===== config.mk =====
export PLATFORM = sky130hd
export DESIGN_NAME = mult_tdm_sched
export DESIGN_NICKNAME = d
export VERILOG_FILES = /design/src/rtl/mult_tdm_pkg.sv /design/src/rtl/mult_tag_pipe.sv /design/src/rtl/mult_tdm_sched.sv
export SDC_FILE = /design/constraint.sdc
export NUM_CORES = 1
export LEC_CHECK = 0
export ABC_AREA = 1
export CAP_MARGIN = 20
export CORE_MARGIN = 3
export CORE_UTILIZATION = 44
export CTS_CLUSTER_SIZE = 8
export DETAILED_ROUTE_END_ITERATION = 10
export PLACE_DENSITY = 0.84
export SYNTH_ARGS = -nofsm -noshare
export SYNTH_HDL_FRONTEND = slang
export SYNTH_HIERARCHICAL = 1
export SYNTH_SLANG_ARGS = --single-unit

===== constraint.sdc =====
create_clock -name clk -period 1.59 [get_ports clk]
set_input_delay 0.159 -clock clk [delete_from_list [all_inputs] [get_ports clk]]
set_output_delay 0.159 -clock clk [all_outputs]
set_load 0.01 [all_outputs]

===== src/rtl/mult_tdm_pkg.sv =====
// Shared types for the time-division multiplier scheduler: FSM state
// encoding, default multiplier latency and the in-flight beat tag.
package mult_tdm_pkg;

    typedef enum logic [0:0] {
        IDLE  = 1'b0,
        BURST = 1'b1
    } sched_state_t;

    localparam int MULT_LAT_DEF = 3;

    // Tag id is sized for the largest supported requester count; the top
    // narrows it back to its own ID width.
    localparam int TAG_ID_W = 8;

    typedef struct packed {
        logic                valid;
        logic [TAG_ID_W-1:0] id;
    } tag_t;

    localparam int TAG_BITS = $bits(tag_t);

endpackage


===== src/rtl/mult_tag_pipe.sv =====
// Shift register of beat tags that runs alongside the shared multiplier so
// each product leaves with the ID of the requester that issued it.
module mult_tag_pipe
    import mult_tdm_pkg::*;
#(
    parameter int DEPTH = 4
) (
    input  logic                clk,
    input  logic                rst_n,
    input  logic [TAG_BITS-1:0] tag_i,
    output logic [TAG_BITS-1:0] tag_o,
    output logic                any_valid_o
);

    tag_t stage_q [DEPTH];
    tag_t stage_d [DEPTH];

    // Next-state: shift every stage one step toward the output.
    always_comb begin
        stage_d[0] = tag_t'(tag_i);
        for (int k = 1; k < DEPTH; k++) begin
            stage_d[k] = stage_q[k-1];
        end
    end

    // Stage registers; reset drops every beat still in flight.
    always_ff @(posedge clk) begin
        if (!rst_n) begin
            for (int k = 0; k < DEPTH; k++) begin
                stage_q[k] <= '0;
            end
        end else begin
            for (int k = 0; k < DEPTH; k++) begin
                stage_q[k] <= stage_d[k];
            end
        end
    end

    // Any-valid reduction over all stages for the busy indication.
    always_comb begin
        any_valid_o = 1'b0;
        for (int k = 0; k < DEPTH; k++) begin
            any_valid_o = any_valid_o | stage_q[k].valid;
        end
    end

    assign tag_o = stage_q[DEPTH-1];

endmodule


===== src/rtl/mult_tdm_sched.sv =====
// Round-robin burst scheduler sharing one pipelined signed multiplier
// between NUM_REQ operand streams; products return tagged with their source.
module mult_tdm_sched
    import mult_tdm_pkg::*;
#(
    parameter  int NUM_REQ   = 4,
    parameter  int WIDTH_A   = 8,
    parameter  int WIDTH_B   = 8,
    parameter  int BURST_LEN = 4,
    parameter  int MULT_LAT  = MULT_LAT_DEF,
    localparam int ID_W      = $clog2(NUM_REQ)
) (
    input  logic                         clk,
    input  logic                         rst_n,
    input  logic [NUM_REQ-1:0]           req_valid,
    input  logic [NUM_REQ*WIDTH_A-1:0]   req_a,
    input  logic [NUM_REQ*WIDTH_B-1:0]   req_b,
    output logic [NUM_REQ-1:0]           req_ready,
    output logic [WIDTH_A-1:0]           mult_a,
    output logic [WIDTH_B-1:0]           mult_b,
    input  logic [WIDTH_A+WIDTH_B-1:0]   mult_p,
    output logic                         res_valid,
    output logic [ID_W-1:0]              res_id,
    output logic [WIDTH_A+WIDTH_B-1:0]   res_p,
    output logic                         busy
);

    localparam int P_W   = WIDTH_A + WIDTH_B;
    localparam int CNT_W = $clog2(BURST_LEN + 1);

    sched_state_t       state_q, state_d;
    logic [ID_W-1:0]    owner_q, owner_d;
    logic [ID_W-1:0]    rr_ptr_q, rr_ptr_d;
    logic [CNT_W-1:0]   cnt_q, cnt_d;
    logic [WIDTH_A-1:0] mult_a_q, mult_a_d;
    logic [WIDTH_B-1:0] mult_b_q, mult_b_d;
    logic               res_valid_q;
    logic [ID_W-1:0]    res_id_q;
    logic [P_W-1:0]     res_p_q;

    logic [NUM_REQ-1:0] req_ready_s;
    logic [ID_W-1:0]    pick_id_s;
    logic [ID_W-1:0]    scan_idx_s;
    logic [ID_W-1:0]    next_owner_s;
    tag_t               tag_in_s;
    tag_t               tag_out_s;
    logic [TAG_BITS-1:0] tag_out_vec_s;
    logic               tag_any_s;

    // Round-robin pick: scan downward so the last hit is the first index at or after rr_ptr.
    always_comb begin
        pick_id_s  = '0;
        scan_idx_s = '0;
        for (int k = NUM_REQ - 1; k >= 0; k--) begin
            scan_idx_s = ID_W'((int'(rr_ptr_q) + k) % NUM_REQ);
            if (req_valid[scan_idx_s]) begin
                pick_id_s = scan_idx_s;
            end else begin
                pick_id_s = pick_id_s;
            end
        end
    end

    assign next_owner_s = (owner_q == ID_W'(NUM_REQ - 1)) ? '0 : owner_q + ID_W'(1);

    // FSM next state, ready decode, operand capture and tag push.
    always_comb begin
        state_d     = state_q;
        owner_d     = owner_q;
        rr_ptr_d    = rr_ptr_q;
        cnt_d       = cnt_q;
        mult_a_d    = mult_a_q;
        mult_b_d    = mult_b_q;
        req_ready_s = '0;
        tag_in_s    = '0;
        case (state_q)
            IDLE: begin
                if (|req_valid) begin
                    state_d = BURST;
                    owner_d = pick_id_s;
                    cnt_d   = '0;
                end else begin
                    state_d = IDLE;
                end
            end
            BURST: begin
                req_ready_s[owner_q] = 1'b1;
                if (req_valid[owner_q]) begin
                    mult_a_d       = req_a[owner_q*WIDTH_A +: WIDTH_A];
                    mult_b_d       = req_b[owner_q*WIDTH_B +: WIDTH_B];
                    cnt_d          = cnt_q + CNT_W'(1);
                    tag_in_s.valid = 1'b1;
                    tag_in_s.id    = TAG_ID_W'(owner_q);
                    if (cnt_q == CNT_W'(BURST_LEN - 1)) begin
                        state_d  = IDLE;
                        rr_ptr_d = next_owner_s;
                    end else begin
                        state_d = BURST;
                    end
                end else begin
                    // Owner ran dry: release the multiplier without a beat.
                    state_d  = IDLE;
                    rr_ptr_d = next_owner_s;
                end
            end
            default: begin
                state_d = IDLE;
            end
        endcase
    end

    mult_tag_pipe #(
        .DEPTH (MULT_LAT + 1)
    ) u_tag_pipe (
        .clk         (clk),
        .rst_n       (rst_n),
        .tag_i       (tag_in_s),
        .tag_o       (tag_out_vec_s),
        .any_valid_o (tag_any_s)
    );

    assign tag_out_s = tag_t'(tag_out_vec_s);

    // State, operand and result registers.
    always_ff @(posedge clk) begin
        if (!rst_n) begin
            state_q     <= IDLE;
            owner_q     <= '0;
            rr_ptr_q    <= '0;
            cnt_q       <= '0;
            mult_a_q    <= '0;
            mult_b_q    <= '0;
            res_valid_q <= 1'b0;
            res_id_q    <= '0;
            res_p_q     <= '0;
        end else begin
            state_q     <= state_d;
            owner_q     <= owner_d;
            rr_ptr_q    <= rr_ptr_d;
            cnt_q       <= cnt_d;
            mult_a_q    <= mult_a_d;
            mult_b_q    <= mult_b_d;
            res_valid_q <= tag_out_s.valid;
            res_id_q    <= ID_W'(tag_out_s.id);
            res_p_q     <= mult_p;
        end
    end

    assign req_ready = req_ready_s;
    assign mult_a    = mult_a_q;
    assign mult_b    = mult_b_q;
    assign res_valid = res_valid_q;
    assign res_id    = res_id_q;
    assign res_p     = res_p_q;
    assign busy      = (state_q == BURST) | tag_any_s | res_valid_q;

endmodule


==> impl_metrics.csv, run 1 <==
group,metric,value,unit
cells_and_area,final_common_cell,"clkdlybuf4s50_1",
cells_and_area,drive_gt1_share,6.56,%
timing,period_share,93.9,%
detailed_routing,wl_per_cell,12.5,um
clock_network,ctsRootBufferMaster,"clkbuf_8",
job,drv_cap,0,
clock_network,hold_buffers,0,
timing,final-hold-violation-count,0,
clock_network,clock_sinks,55,
clock_network,clock_path_buffers,2,
cells_and_area,multi_input_area,1110,sq um
place,place.port_buffers,125,
grt,grt_pass1_wl,10700,um
cells_and_area,postLayoutCoreUtil,71.2,%
setup_path,worstSetupStartpointType,"register",
floorplan,std_cell_rows,27,
setup_path,critPathTopFamily,"simple AND/OR/NAND/NOR gates",
power,p_leak,0.00186,uW
clock_network,htree_num_levels,2,
setup_path,critical_path_buf_inv_count,1,
timing,tightest_slew,0.334,ns
floorplan,start_util,46.0,%
clock_network,clkTransAtPathRegs,0.09,ns
timing,finalMaxSlewViolations,0,
timing,grt_setup_unrepaired,"no",
cells_and_area,nets,579,
setup_path,arrival,1.33,ns
floorplan,die_area,6780,sq um
grt,met3_usage,4.66,%
clock_network,cts_tree,"built",
floorplan,die_y,82.3,um
yosys,syn_avg_cell_area,7.00,sq um
grt,grt.busiest_layer,"met2",
timing,post-route-worst-setup-slack,0.0971,ns
cells_and_area,diodes,0,
place,dp_hpwl,5470,um
power,ir_drop,0.000448,V
grt,met2_usage,34.4,%
floorplan,core_area,5570,sq um
detailed_routing,vias,2698,
clock_network,insertion_delay,0.30,ns
setup_path,slowest_delay,0.33,ns
place,gp_congestion,0.840,
clock_network,numCtsBuffers,5,
power,power_density,916,nW/um^2
timing,relSlewSlack,77.7,%
cells_and_area,seq_area,1110,sq um
outcome,status,"complete, no violations",
setup_path,path_class,"register to primary output",
floorplan,ioPinCount,126,
detailed_routing,totalWireLength,6990,um
detailed_routing,antenna_left,0,
timing,skew,0.00289,ns
cells_and_area,area_growth_syn_to_layout,54.7,%
timing,finalSetupViolCount,0,
detailed_routing,drt_iter0_markers,83,
setup_path,worstPathCellList,"nor2_1, nand2_1, or3_1, clkdlybuf4s15_1",
grt,grt_remaining_overflow,0,
timing,fmax,670,MHz
yosys,syn_area,2560,sq um
floorplan,die_w,82.3,um
setup_path,cpMaxStageDelayCell,"or3_1",
yosys,syn_nets,458,
grt,grt_max_degree,36,
hold_path,hp-class,"input pin to register",
grt,grt_use_total,20.0,%
detailed_routing,drt_first_pass_iters,4,
yosys,synth_warnings,6,
detailed_routing,avgViaCountPerCell,4.82,
setup_path,worst_ep_required_time,1.43,ns
grt,antenna_found_initial,0,
setup_path,critPathCaptureType,"primary output",
detailed_routing,route.detailed.drc,0,
grt,grt_pass1_vias,2479,
cells_and_area,nFillCells,460,
place,dp_slack,-0.0629,ns
setup_path,critPathMaxFanout,2,
cells_and_area,final_cell_mix,"clkdlybuf4s50_1, nor2_1, nand2_1",
grt,grtUsageMet1,24.4,%
yosys,synth_cells,366,
timing,fin_crit,1.49,ns
## flip-flops by register name (all words and copies together) (netlist names)
| register | flops |
|---|---|
| mult_b | 8 |
| u_tag_pipe/stage_q | 12 |
| rr_ptr_q | 2 |
| res_valid | 1 |
| mult_a | 8 |
| res_id | 2 |
| owner_q | 2 |
| res_p | 16 |
| state_q | 1 |
| cnt_q | 3 |
## report_power, final
group | switching, uW | leakage (uW) | internal (uW) | total, uW
combinational | 602 | 0.00136 | 618 | 1220
sequential | 90.3 | 0.000453 | 1490 | 1590
clock | 430 | 0.0000505 | 397 | 827
total | 1120 | 0.00186 | 2510 | 3630
## area by class of cell
type                            count  share of cell area, %
Clock buffer                        7                   2.43
Clock inverter                      1                  0.189
Inverter                           52                   5.11
Multi-Input combinational cell    236                   28.0
Sequential cell                    55                   28.0
Tap cell                           72                   2.27
Timing Repair Buffer              137                   34.0
## repair_timing
item                       in CTS  in global routing
buffers inserted                0                  0
gates resized for setup        10                  8
setup endpoints to repair       5                  7
## worst paths after layout
kind	cells after the start	end	slack [ns]	from
worst min register to register	2	u_tag_pipe/stage_q[1][0]	0.42	u_tag_pipe/stage_q[0][0]
worst max register to register	10	owner_q[0]	0.13	rr_ptr_q[0]
worst min-delay path	3	res_p[13]	0.38	mult_p[13]
worst max-delay path	4	busy	0.1	u_tag_pipe/stage_q[1][8]
## metrics by stage
step           TNS, ns  hold slack [ns]  power, uW  cell area (sq um)  instances
5_1_grt              0            0.387       3850               3970        560
4_1_cts              0            0.370       3640               3960        560
3_3_place_gp         0            0.392       2810               3860        552
2_1_floorplan        0            0.257       2270               2560        366
6_report             0            0.377       3630               3970        560
3_5_place_dp    -0.583            0.397       2830               3860        552
## worst min-delay path: cells and delay by family
kind	cells	cell delay, ns
buffers and inverters	2	0.42
AND/OR/NAND/NOR	1	0.06
## routing by layer
metal	part of all wire (%)	vias to the layer above
met5	0	-
met4	2.3	0
met3	7.2	16
met2	49	103
met1	42	1190
li1	-	1389
(Power assumes the default switching activity.)
==> run 2: changes to the inputs <==
CORE_ASPECT_RATIO = 2   (was default)
==> impl_metrics.csv, run 2 (same netlist as run 1, synthesis figures left out) <==
group,metric,value,unit
outcome,status,"complete, no violations",
grt,grt_remaining_overflow,0,
clock_network,numCtsBuffers,5,
clock_network,htree_num_levels,2,
power,power_density,929,nW/um^2
hold_path,hp-class,"input pin to register",
power,clock_power_share,21.0,%
power,switching_share,32.9,%
timing,relSlewSlack,78.3,%
clock_network,cts_tree,"built",
cells_and_area,area_growth_syn_to_layout,58.6,%
clock_network,ctsRootBufferMaster,"clkbuf_8",
detailed_routing,drt_first_pass_iters,4,
timing,fin_crit,1.53,ns
cells_and_area,fin_cells,555,
timing,finalMaxSlewViolations,0,
power,ir_drop,0.00100,V
power,sequentialPowerShare,41.9,%
floorplan,start_util,46.5,%
place,gp_congestion,0.854,
timing,post-route-worst-setup-slack,0.0594,ns
detailed_routing,route.detailed.drc,0,
detailed_routing,drt_iter0_markers,101,
cells_and_area,final_common_cell,"clkdlybuf4s50_1",
timing,skew,0.00913,ns
timing,grt_setup_unrepaired,"no",
grt,grt_pass1_vias,2781,
cells_and_area,fin_area,4070,sq um
cells_and_area,drive_gt1_share,10.1,%
timing,final-hold-violation-count,0,
clock_network,clock_path_buffers,2,
place,place.port_buffers,125,
floorplan,core_area,5520,sq um
clock_network,clkTransAtPathRegs,0.10,ns
clock_network,insertion_delay,0.31,ns
floorplan,std_cell_rows,38,
cells_and_area,nets,586,
floorplan,die_w,60.0,um
place,dp_slack,-0.0645,ns
timing,tightest_slew,0.322,ns
setup_path,critPathCaptureType,"primary output",
power,switchingPower,1240,uW
timing,finalSetupViolCount,0,
place,placed_area,3880,sq um
setup_path,path_class,"register to primary output",
grt,grt_use_total,22.7,%
grt,grt_pass1_wl,11900,um
floorplan,ioPinCount,126,
cells_and_area,largest_reg_flops,16,
job,drv_cap,0,
power,p_int,2540,uW
timing,tns,0,ns
timing,fmax,653,MHz
place,dp_cells,543,
timing,period_share,96.3,%
grt,antenna_found_initial,0,
place,dp_hpwl,5960,um
detailed_routing,vias,2859,
detailed_routing,antenna_left,0,
cells_and_area,diodes,0,
setup_path,worstSetupStartpointType,"register",
setup_path,worst_ep_required_time,1.43,ns
grt,grt_max_degree,22,
cells_and_area,final_cell_mix,"clkdlybuf4s50_1, nor2_1, nand2_1",
clock_network,clock_sinks,55,
setup_path,arrival,1.37,ns
setup_path,critPathMaxFanout,12,
detailed_routing,totalWireLength,7790,um
floorplan,die_area,6830,sq um
power,p_leak,0.00191,uW
detailed_routing,wl_per_cell,14.0,um
power,comb_power_share,37.2,%
floorplan,die_y,114,um
detailed_routing,avgViaCountPerCell,5.15,
## run 2: cell types whose count changed in the layout (fill, tap and decap cells not counted), sizes merged
cell and delta:
bufbuf +1, clkdlybuf4s50 -1, inv +1, clkbuf +1, buf +7, clkinvlp -1, clkinv +2, nand2 +1
dlygate4sd2 -3, clkdlybuf4s15 -1
## run 2: area by class of cell
class | count | area (sq um)
sequential | 55 | 1110
inverter | 52 | 208
timing repair buffer | 143 | 1420
tap | 60 | 75.1
multi-input combinational | 237 | 1150
clock buffer | 5 | 68.8
clock inverter | 3 | 28.8
fill | 437 | 1450
## run 2: routing by layer
metal	vias up	share of wire (%)	routed length, um	track usage, %
li1	1402	-	-	-
met3	36	5.6	440	3.40
met4	0	5.2	402	12.0
met1	1298	32	2460	19.9
met2	123	58	4490	44.9
met5	-	0	0	0
## run 2: power by group through the flow
stage / Combinational [uW] / Clock, uW / Sequential (uW)
3_3_place_gp: 1260 / 0 / 1600
5_1_grt: 1530 / 872 / 1600
4_1_cts: 1350 / 815 / 1580
3_5_place_dp: 1300 / 0 / 1600
6_report: 1400 / 792 / 1580
2_1_floorplan: 658 / 0 / 1610
## run 2: worst paths after layout
path                            slack (ns)                      from           end  cells after the start
worst min register to register        0.42  u_tag_pipe/stage_q[3][0]     res_id[0]                      2
worst max-delay path                  0.06                owner_q[0]  req_ready[3]                      5
worst max register to register        0.13                owner_q[0]     mult_a[6]                     10
worst min-delay path                  0.25                     rst_n     res_id[1]                      4
## run 2: metrics by stage
stage / utilization (%) / power [uW] / hold slack [ns]
2_1_floorplan: - / 2270 / 0.257
3_3_place_gp: 70.4 / 2860 / 0.393
3_5_place_dp: 70.4 / 2900 / 0.399
4_1_cts: 73.2 / 3740 / 0.248
5_1_grt: 73.7 / 4000 / 0.276
6_report: 73.7 / 3780 / 0.247
## run 2: timing repair
item	CTS	global route
setup endpoints to repair	6	25
hold buffers	0	0
endpoints found under the hold margin	0	0
resized for setup	13	16
gates cloned	1	1
setup buffers	2	0
pin swaps	0	2
## run 2: critical path, cell delays in order, from the launching register on
cell	delay [ns]
dfxtp_4	0.37
buf_12	0.15
ha_1	0.21
nand2_1	0.06
inv_1	0.04
clkdlybuf4s15_1	0.24
